===== src/rtl/patp_alu_seq.sv =====
// Registered PATP ALU with valid/ready handshake and z/c/n/v flags.
// Optional feature macro ALU_MUL_EN adds a multi-cycle shift-and-add multiply (func=111).
module patp_alu_seq #(
  parameter int WIDTH = 8,
  parameter int CNT_W = $clog2(WIDTH + 1)
) (
  input  logic             clk,
  input  logic             rst_n,
  input  logic             in_valid,
  output logic             in_ready,
  input  logic [2:0]       func,
  input  logic [WIDTH-1:0] p,
  input  logic [WIDTH-1:0] q,
  output logic             out_valid,
  input  logic             out_ready,
  output logic [WIDTH-1:0] result,
  output logic             z,
  output logic             c,
  output logic             n,
  output logic             v,
  output logic             busy
);

  // Handshake: a request transfers on a rising edge with in_valid && in_ready;
  // a result transfers on a rising edge with out_valid && out_ready, and
  // out_valid/result/flags hold stable until that transfer.

  localparam logic [WIDTH-1:0] MAX_POS = {1'b0, {(WIDTH-1){1'b1}}};
  localparam logic [WIDTH-1:0] MIN_NEG = {1'b1, {(WIDTH-1){1'b0}}};

  logic             accept;
  logic             idle;
  logic [WIDTH:0]   ext;
  logic [WIDTH-1:0] alu_res;
  logic             alu_c;
  logic             alu_v;

`ifdef ALU_MUL_EN
  typedef enum logic {S_IDLE, S_MUL} state_t;
  state_t             state;
  logic [CNT_W-1:0]   cnt;
  logic [2*WIDTH-1:0] acc;
  logic [2*WIDTH-1:0] mcand;
  logic [2*WIDTH-1:0] acc_next;
  logic [WIDTH-1:0]   mplier;

  assign idle     = (state == S_IDLE);
  assign busy     = (state == S_MUL);
  assign acc_next = acc + (mplier[0] ? mcand : '0);
`else
  assign idle = 1'b1;
  assign busy = 1'b0;
`endif

  assign in_ready = idle && (!out_valid || out_ready);
  assign accept   = in_valid && in_ready;

  // ext carries one extra bit so carry and borrow fall out of bit WIDTH.
  always_comb begin
    ext     = '0;
    alu_res = '0;
    alu_c   = 1'b0;
    alu_v   = 1'b0;
    case (func)
      3'b001: begin
        ext     = {1'b0, q} + (WIDTH+1)'(1);
        alu_res = ext[WIDTH-1:0];
        alu_c   = ext[WIDTH];
        alu_v   = (q == MAX_POS);
      end
      3'b010: begin
        ext     = {1'b0, q} + {1'b0, p};
        alu_res = ext[WIDTH-1:0];
        alu_c   = ext[WIDTH];
        alu_v   = (q[WIDTH-1] == p[WIDTH-1]) && (ext[WIDTH-1] != q[WIDTH-1]);
      end
      3'b011: begin
        ext     = {1'b0, q} - (WIDTH+1)'(1);
        alu_res = ext[WIDTH-1:0];
        alu_c   = ext[WIDTH];
        alu_v   = (q == MIN_NEG);
      end
      3'b100: begin
        ext     = {1'b0, q} - {1'b0, p};
        alu_res = ext[WIDTH-1:0];
        alu_c   = ext[WIDTH];
        alu_v   = (q[WIDTH-1] != p[WIDTH-1]) && (ext[WIDTH-1] != q[WIDTH-1]);
      end
      3'b101: alu_res = q & p;
      3'b110: alu_res = q ^ p;
      default: alu_res = '0;
    endcase
  end

  always_ff @(posedge clk or negedge rst_n) begin
    if (!rst_n) begin
      out_valid <= 1'b0;
      result    <= '0;
      z         <= 1'b0;
      c         <= 1'b0;
      n         <= 1'b0;
      v         <= 1'b0;
`ifdef ALU_MUL_EN
      state     <= S_IDLE;
      cnt       <= '0;
      acc       <= '0;
      mcand     <= '0;
      mplier    <= '0;
`endif
    end else begin
`ifdef ALU_MUL_EN
      if (state == S_MUL) begin
        acc    <= acc_next;
        mcand  <= mcand << 1;
        mplier <= mplier >> 1;
        cnt    <= cnt - CNT_W'(1);
        // Last multiplier bit: the counter reaches 0 on this edge.
        if (cnt == CNT_W'(1)) begin
          state     <= S_IDLE;
          out_valid <= 1'b1;
          result    <= acc_next[WIDTH-1:0];
          z         <= (acc_next[WIDTH-1:0] == '0);
          c         <= |acc_next[2*WIDTH-1:WIDTH];
          n         <= acc_next[WIDTH-1];
          v         <= 1'b0;
        end
      end else
`endif
      if (accept) begin
`ifdef ALU_MUL_EN
        if (func == 3'b111) begin
          state     <= S_MUL;
          cnt       <= CNT_W'(WIDTH);
          acc       <= '0;
          mcand     <= {{WIDTH{1'b0}}, p};
          mplier    <= q;
          out_valid <= 1'b0;
        end else
`endif
        begin
          out_valid <= 1'b1;
          result    <= alu_res;
          z         <= (alu_res == '0);
          c         <= alu_c;
          n         <= alu_res[WIDTH-1];
          v         <= alu_v;
        end
      end else if (out_valid && out_ready) begin
        out_valid <= 1'b0;
      end
    end
  end

endmodule


===== config.mk =====
export PLATFORM = sky130hd
export DESIGN_NAME = patp_alu_seq
export DESIGN_NICKNAME = d
export VERILOG_FILES = /design/src/rtl/patp_alu_seq.sv
export SDC_FILE = /design/constraint.sdc
export NUM_CORES = 1
export LEC_CHECK = 0
export CAP_MARGIN = 40
export CORE_ASPECT_RATIO = 1.1
export CORE_MARGIN = 2
export CORE_UTILIZATION = 50
export CTS_CLUSTER_DIAMETER = 60
export DETAILED_ROUTE_END_ITERATION = 7
export PLACE_DENSITY = 0.79
export RECOVER_POWER = 100
export SYNTH_ARGS = -nofsm -noshare
export SYNTH_HDL_FRONTEND = slang
export SYNTH_SLANG_ARGS = --single-unit

===== constraint.sdc =====
create_clock -name clk -period 3.59 [get_ports clk]
set_input_delay 0.5385 -clock clk [delete_from_list [all_inputs] [get_ports clk]]
set_output_delay 0.5385 -clock clk [all_outputs]
set_load 0.1 [all_outputs]

Yosys cells after proc, flatten, opt, wreduce, memory -nomap -nowiden
Index checks and enable logic that the tools add are counted.
{"block": "totals", "input_bits": 23, "mem_count": 0, "mem_bits_rw": 0, "ff_bits": 13, "latch_bits": 0, "romBits": 0}
{"block": "classes", "div": 0, "reduce_logical": 8, "n_lt_le_gt_ge": 0, "bitwise_logic": 2, "mul": 0, "n_shift": 0, "addsub": 4, "mux": 5, "n_eq_ne": 12}
{"operator": "8-bit one-hot mux with 6 select lines", "count": 1}
{"operator": "8-bit by 1-bit adder with 9-bit output, second input constant", "count": 1}
{"operator": "8-bit by 8-bit adder with 9-bit output", "count": 1}
{"operator": "3-bit equality test, second input constant", "count": 3}
{"operator": "8-bit by 1-bit subtractor with 9-bit output, second input constant", "count": 1}
{"operator": "8-bit by 8-bit subtractor with 9-bit output", "count": 1}
{"operator": "8-bit bitwise AND", "count": 1}
{"operator": "8-bit by 7-bit equality test with 1-bit output, second input constant", "count": 1}
{"operator": "8-bit equality test, second input constant", "count": 1}
{"operator": "8-bit logical NOT", "count": 1}
{"operator": "1-bit one-hot mux with 4 select lines", "count": 2}
{"operator": "8-bit XOR", "count": 1}
{"operator": "3-bit by 2-bit equality test with 1-bit output, second input constant", "count": 2}
{"operator": "1-bit logical AND", "count": 4}
{"operator": "3-bit by 1-bit equality test with 1-bit output, second input constant", "count": 1}
{"operator": "1-bit != test", "count": 3}
{"operator": "1-bit 2-to-1 mux", "count": 2}
{"operator": "2-bit nonzero test", "count": 1}
{"operator": "1-bit equality test", "count": 1}
{"operator": "1-bit logical NOT", "count": 1}
{"operator": "1-bit logical OR", "count": 1}

Longest topological paths before layout
Gate-level depths: netlist of run 1.
{"block": "logic_depth", "depth_word": 4, "ltp_mapped": 10, "ltp_nobuf": 9}

Least setup slack after synthesis of run 1
No wires, ideal clock.
{"block": "synth_path", "kind": "reg2reg", "start": "register out_valid", "end": "register z", "path_buffers": 1, "synth_period_minus_slack_ns": 3.148, "t_required_ns": 3.487, "path_slack_ns": 0.442, "stages_incl_launch_ff": 8, "arrival_time_ns": 3.045, "cell_sequence": "dfrtp_1 -> nand2b_1 -> and2_1 -> buf_2 -> nand4_1 -> or3_1 -> a2111o_1 -> o41ai_2"}
{"block": "synth_via", "elab_chain_cells": 3}
{"item": "from (decl)", "line_no": "14", "text": "output logic out_valid,"}
{"item": "from (signal assigned)", "line_no": "97", "text": "out_valid <= 1'b0;"}
{"item": "from (signal assigned)", "line_no": "141", "text": "out_valid <= 1'b1;"}
{"item": "from (signal assigned)", "line_no": "149", "text": "out_valid <= 1'b0;"}
{"item": "1-bit logical NOT", "line_no": "55", "text": "assign in_ready = idle && (!out_valid || out_ready);"}
{"item": "1-bit logical OR", "line_no": "55"}
{"item": "net in_ready", "line_no": "10", "text": "output logic in_ready,"}
{"item": "1-bit logical AND", "line_no": "56", "text": "assign accept = in_valid && in_ready;"}
{"item": "to (signal assigned)", "line_no": "143", "text": "z <= (alu_res == '0);"}
{"item": "to (decl)", "line_no": "17", "text": "output logic z,"}
The timed path passes the listed nets, and every way through them passes these cells.
A chain may end at the register's enable or synchronous reset.

Worst setup path after layout of run 1
{"block": "layout_path", "start": "input port p[1]", "end": "register z"}
{"block": "layout_via", "elab_chain_cells": 3, "word_cells_on_any_way": 6, "cone_classes": "2 x add/sub; 1 x mux; 2 x bitwise; 1 x reduce/logical"}
{"item": "from (decl)", "line_no": "12", "text": "input logic [WIDTH-1:0] p,"}
{"item": "8-bit by 8-bit subtractor with 9-bit output, or another cell as far along", "line_no": "84", "text": "ext = {1'b0, q} - {1'b0, p};"}
{"item": "8-bit one-hot mux with 6 select lines (*)", "line_no": "64", "text": "case (func)"}
{"item": "8-bit logical NOT (*)", "line_no": "143"}
Mark *: on every way between the ends. The rest lies on a longest branch, timed or not.

==> results of run 1 <==
per-layer routing:
metal	vias up	wire [µm]	track usage, %
met4	0	173	11.9
met3	22	338	4.22
met2	91	3090	52.9
met5	-	0	0
met1	999	2320	35.0
li1	1005	-	-
placed cells by master, fill, tap and decap left out, types with 3 or more instances in the layout:
| cell type | count |
|---|---|
| o22ai_1 | 7 |
| a21oi_1 | 14 |
| a31oi_1 | 4 |
| o21a_1 | 4 |
| xor2_1 | 5 |
| buf_4 | 8 |
| nor2b_1 | 3 |
| nand2b_1 | 13 |
| clkdlybuf4s50_1 | 30 |
| ha_1 | 19 |
| a21o_1 | 3 |
| clkbuf_8 | 4 |
| nand3_1 | 6 |
| and2_1 | 4 |
| mux2_2 | 3 |
| a211oi_1 | 3 |
| inv_1 | 18 |
| mux2i_1 | 5 |
| nor3_1 | 5 |
| dfrtp_1 | 12 |
| or3_1 | 5 |
| nor3b_1 | 3 |
| o21ai_0 | 13 |
| nor2_1 | 14 |
| o211ai_1 | 5 |
| dlygate4sd3_1 | 5 |
| nor4_1 | 3 |
| xnor2_1 | 4 |
| nand2_1 | 22 |
| clkbuf_1 | 14 |
worst max-delay path, stage by stage:
cell,delay [ns]
dlygate4sd3_1,0.62
inv_1,0.11
ha_1,0.35
nand2b_1,0.18
a2111o_1,0.45
a211oi_1,0.44
or4_1,0.19
nand4_1,0.15
o41ai_2,0.34
synth_stat cells, types with 4 or more instances:
library cell  count
nand2b_1         13
clkbuf_1          6
o22ai_1           7
nor3_1            5
xor2_1            5
a31oi_1           4
o21ai_0          13
a21oi_1          14
inv_1            18
o211ai_1          5
or3_1             5
and2_1            4
ha_1             19
mux2i_1           5
buf_2             7
nand2_1          22
dfrtp_1          12
o21a_1            4
xnor2_1           4
nand3_1           6
nor2_1           14
power by group:
part | switching (mW) | internal [mW]
Clock | 0.0525 | 0.0971
Sequential | 0.0138 | 0.157
Combinational | 0.356 | 0.161
Total | 0.422 | 0.415
logic make-up after synthesis:
kind of cell,synth area share [%]
adders and majority gates,14.5
buffers and inverters,7.90
xor gates and xnor gates,4.11
other,0.196
AOI/OAI and AO/OA,27.4
muxes,4.38
DFF,15.7
and+or+nand+nor,25.9
registers in the layout, summed over array words and instances (netlist names):
| register | flops |
|---|---|
| z | 1 |
| v | 1 |
| c | 1 |
| out_valid | 1 |
| result | 8 |
layout make-up:
type / count / area, µm² / share of cell area, %
multi-input cells: 205 / 1460 / 60.6
well taps: 50 / 62.6 / 2.59
repair buffers: 57 / 463 / 19.2
flip-flops and latches: 12 / 300 / 12.4
clock buffers: 4 / 55.1 / 2.28
inverters: 19 / 71.3 / 2.95
path summary, 6_finish.rpt:
check | start | to | slack [ns]
min in group asynchronous | rst_n | result[7] | 0.72
worst max register to register | out_valid | z | 1.41
worst max-delay path | p[1] | z | 0.35
worst min-delay path | result[4] | result[4] | 0.47
max in group asynchronous | rst_n | result[4] | 2.52
worst min register to register | result[4] | result[4] | 0.47
per-stage QoR:
stage / worst slack (ns) / hold WS, ns / area, µm²
after floorplan: 0.442 / 0.243 / 1920
final: 0.350 / 0.472 / 2420
after global placement: 0.301 / 0.453 / 2320
after CTS: 0.435 / 0.479 / 2570
after global routing: 0.139 / 0.509 / 2420
after detailed placement: 0.192 / 0.467 / 2510
==> results.toml, run 1 <==
[grt]
track_usage_pct = 29.1
grt_max_degree = 25
grt_antenna_before_repair = 0
grt_pass1_vias = 2060
grt_pass1_wl_um = 9850
grt_overflow = 0

[critical_path]
cp.arrival_ns = 3.38
critPathLaunchType = "primary input"
critical_path_required_ns = 3.73
end_kind = "flip-flop"
crit_type = "primary input to flip-flop"
worstRegToRegCells = 6
path_max_fanout = 4

[logic_synthesis]
syn-num-nets = 296
yosysTopAreaCell = "dfrtp_1"
ys.warnings.count = 0
synth_area_per_cell_um2 = 7.60
synth-main-ff-cell = "dfrtp_1"
ys_seq_elements = 12
synthArstFlopShare_pct = 100
ys_types = 59
synth_top_area_share_pct = 15.7
synth_edf_count = 0
ys_top_cells_by_area = "dfrtp_1 (16%), ha_1 (12%), nand2_1 (4.3%), nand2b_1 (4.2%), a21oi_1 (3.7%)"
syn_inst = 252
syn_area_um2 = 1920
ys_seq_area_share_pct = 15.7

[run]
max_cap_viol_count = 0

[place]
port_buffers = 36
dp_hpwl_um = 4840
gp_congestion = 0.930
dp_cells = 343

[drt]
vias_per_cell = 6.10
dr.pass1.iters = 5
vias = 2117
drtAntennaViolNets = 0
drt_iter0_drc = 270
wire_per_inst_um = 17.0
wl_um = 5920
drc = 0

[cts]
post_cts_buffers = 0
cts_root_buf = "clkbuf_8"
cts_buffers = 3
post_cts_resized = 0
cts_tree = "yes"
htreeDepth = 1
cts_sinks = 12
clkLatencyLatePin_ns = 0.24
clockBufferDepth = 2
clk_pin_slew_ns = 0.05
ctsHoldBuffers = 0

[finish]
finalNonFillerCells = 347
nNetsFinal = 342
antenna_cells = 0
final_core_util_pct = 66.1
drive_gt1_share_pct = 7.07
syn2layout_area_growth_pct = 26.1
fillers = 341

[timing]
drv_slew = 0
setup-tns-final_ns = 0
setup_viol = 0
grt_setup_unrepaired = "false"
fmax_mhz = 309
min_period_ns = 3.24
relSlewSlack_pct = 19.8
fin_crit_sh_pct = 90.3
finalHoldViolations = 0
worstMarginPinSlew_ns = 1.21
fin_skew_ns = 0.00184

[pwr]
p_total_uw = 837
leakage_nw = 1.03
ir_drop_v = 0.000197
power.density_nw_per_um2 = 346

[die]
die_w_um = 63.0
core.rowCount = 23
core_area_um2 = 3650
ios = 38
die_height_um = 68.9
floorplan.die_area_um2 = 4340
start_util_pct = 52.4

[min_path]
hp-class = "flip-flop to flip-flop"
min_path_cells = 2

[outcome]
outcome = "finished clean"
No activity file was read; power rests on OpenSTA's default activity.
==> inputs of run 2 (changes only) <==
--- a/config.mk
+++ b/config.mk
@@ -5,13 +5,15 @@
 export SDC_FILE = /design/constraint.sdc
 export NUM_CORES = 1
 export LEC_CHECK = 0
+export ABC_AREA = 1
 export CAP_MARGIN = 40
 export CORE_ASPECT_RATIO = 1.1
 export CORE_MARGIN = 2
 export CORE_UTILIZATION = 50
 export CTS_CLUSTER_DIAMETER = 60
+export CTS_CLUSTER_SIZE = 30
 export DETAILED_ROUTE_END_ITERATION = 7
-export PLACE_DENSITY = 0.79
+export PLACE_DENSITY = 0.78
 export RECOVER_POWER = 100
 export SYNTH_ARGS = -nofsm -noshare
 export SYNTH_HDL_FRONTEND = slang
==> run 2 against run 1 <==
Compared with the run above: largest cell class unchanged; design area is 1.6% higher; cell count is 30% higher; flip-flop and latch count stayed put; critical endpoint is now c; non-clock buffer count is 6 lower; synthesized area is 3.1% higher.
==> results.toml, run 2 <==
[outcome]
outcome = "finished clean"

[logic_synthesis]
yosysMostFrequentCell = "nand2_1"
yosys.area_share.simple_pct = 47.6
syn_inst = 356
synthArstFlopShare_pct = 100
synth_edf_count = 0
synthXorXnorAreaFrac_pct = 0
syn_area_um2 = 1970
syn-num-nets = 400
synth_fa_ha_area_share_pct = 14.1
ys.warnings.count = 0
synth_compound_area_share_pct = 10.7
synth_common_cells = "nand2_1 (106), inv_1 (51), nand3_1 (49), nor2_1 (49), a21oi_1 (22)"
yosysTopAreaCell = "nand2_1"
ys_seq_elements = 12
synth-main-ff-cell = "dfrtp_1"
synth_top_family_by_area = "simple AND/OR/NAND/NOR gates"
synth_top_area_share_pct = 20.2
ys_types = 29
ys_top_cells_by_area = "nand2_1 (20%), dfrtp_1 (15%), nand3_1 (12%), ha_1 (12%), inv_1 (9.7%)"
muxShareOfSynthArea_pct = 0
ys_seq_area_share_pct = 15.2
synth_area_per_cell_um2 = 5.55

[min_path]
hp-class = "flip-flop to flip-flop"
min_path_cells = 2

[drt]
vias_per_cell = 5.24
drc = 0
wl_um = 6140
drtAntennaViolNets = 0
wire_per_inst_um = 13.6
vias = 2367
drt_iter0_drc = 180
dr.pass1.iters = 6

[timing]
drv_slew = 0
worstMarginPinSlew_ns = 1.22
fin_skew_ns = 0.000694
relSlewSlack_pct = 18.9
grt_setup_unrepaired = "false"
fmax_mhz = 355
finalHoldViolations = 0
fin_crit_sh_pct = 78.6
setup-tns-final_ns = 0
min_period_ns = 2.82
setup_viol = 0

[place]
dp_cells = 449
dp_hpwl_um = 5070
gp_congestion = 1.01
port_buffers = 36
placed_area_um2 = 2560

[finish]
multi_input_area_um2 = 1430
nNetsFinal = 448
finalNonFillerCells = 452
antenna_cells = 0
fillers = 347
largest_reg_flops = 8
syn2layout_area_growth_pct = 24.3
seq_area_um2 = 300
final_cell_mix = "nand2_1 (106), inv_1 (51), nand3_1 (49), nor2_1 (49), clkdlybuf4s50_1 (30)"
layout_commonest_cell = "nand2_1"
drive_gt1_share_pct = 2.74
regMostFlops = "result"
design_area_um2 = 2450

[cts]
clkLatencyLatePin_ns = 0.24
cts_sinks = 12
cts_root_buf = "clkbuf_8"
ctsHoldBuffers = 0
post_cts_buffers = 0
clockBufferDepth = 2
cts_tree = "yes"
clk_pin_slew_ns = 0.05
htreeDepth = 1
post_cts_resized = 0
cts_buffers = 3

[die]
die_height_um = 69.9
core.rowCount = 23
ios = 38
start_util_pct = 53.2
core_area_um2 = 3710
die_w_um = 63.9
floorplan.die_area_um2 = 4470

[pwr]
switching_share_pct = 53.5
ir_drop_v = 0.000122
power.density_nw_per_um2 = 321
clkPwrFrac_pct = 15.1
leakage_nw = 1.30
combPwrFrac_pct = 63.4
seqPwrFrac_pct = 21.6
switchingPower_uw = 422
internal-power_uw = 367

[run]
max_cap_viol_count = 0

[grt]
grt_pass1_vias = 2190
grt_max_degree = 15
grt_antenna_before_repair = 0
grt_pass1_wl_um = 10200
track_usage_pct = 28.6
grt_overflow = 0

[critical_path]
critical_path_required_ns = 3.72
path_max_fanout = 9
worstRegToRegCells = 9
cp.arrival_ns = 2.95
critPathLaunchType = "primary input"
end_kind = "flip-flop"
crit_type = "primary input to flip-flop"
run 2: path summary, 6_finish.rpt:
path,to,slack (ns),startpoint
max,c,0.77,q[0]
min,result[4],0.47,result[4]
max reg2reg,z,1.79,out_valid
min reg2reg,result[4],0.47,result[4]
max in group asynchronous,result[2],2.53,rst_n
min in group asynchronous,result[6],0.71,rst_n
run 2: critical path, stage by stage:
cell and delay, ns:
dlygate4sd3_1 0.61, inv_1 0.18, ha_1 0.26, fa_1 0.40
inv_1 0.07, nand2_1 0.06, nand2_1 0.11, nand3b_1 0.11
nand2_1 0.11, a21oi_1 0.06, o21ai_0 0.20, nand3_1 0.10
nand2_1 0.08, nand2_1 0.05
run 2: metal layers:
layer	GRT usage, %	up-vias	part of all wire (%)
li1	-	1229	-
met1	36.8	1037	44
met2	50.5	89	47
met3	2.58	12	7.5
met4	7.73	0	1.6
met5	0	-	0
run 2: cell type report:
class / instances / area share [%]
Inverter: 53 / 8.11
Clock buffer: 3 / 1.68
Tap cell: 50 / 2.55
Sequential cell: 12 / 12.2
Multi-Input combinational cell: 283 / 58.4
Timing Repair Buffer: 51 / 17.0
run 2: kinds of logic (layout without fill, tap and decap cells):
family,count (synthesis),in the layout
fa+ha+maj,21,21
simple gates,221,221
buf+inv,61,107
flops,12,12
compound gates,40,40
other cells,1,1
run 2: through the flow:
step	utilization (%)	setup slack, ns	power (mW)	hold WS, ns
2_1_floorplan	-	0.794	0.519	0.243
4_1_cts	70.1	0.903	0.851	0.479
6_report	66.1	0.770	0.789	0.473
5_1_grt	66.1	0.600	0.837	0.517
3_5_place_dp	69.0	0.656	0.728	0.470
3_3_place_gp	63.8	0.684	0.645	0.461
run 2: power by group through the flow:
stage,combinational (mW),clock (mW),sequential [mW]
finish,0.500,0.119,0.170
global route,0.538,0.127,0.172
CTS,0.561,0.120,0.170
detailed placement,0.557,0,0.171
global placement,0.476,0,0.169
floorplan,0.195,0,0.324
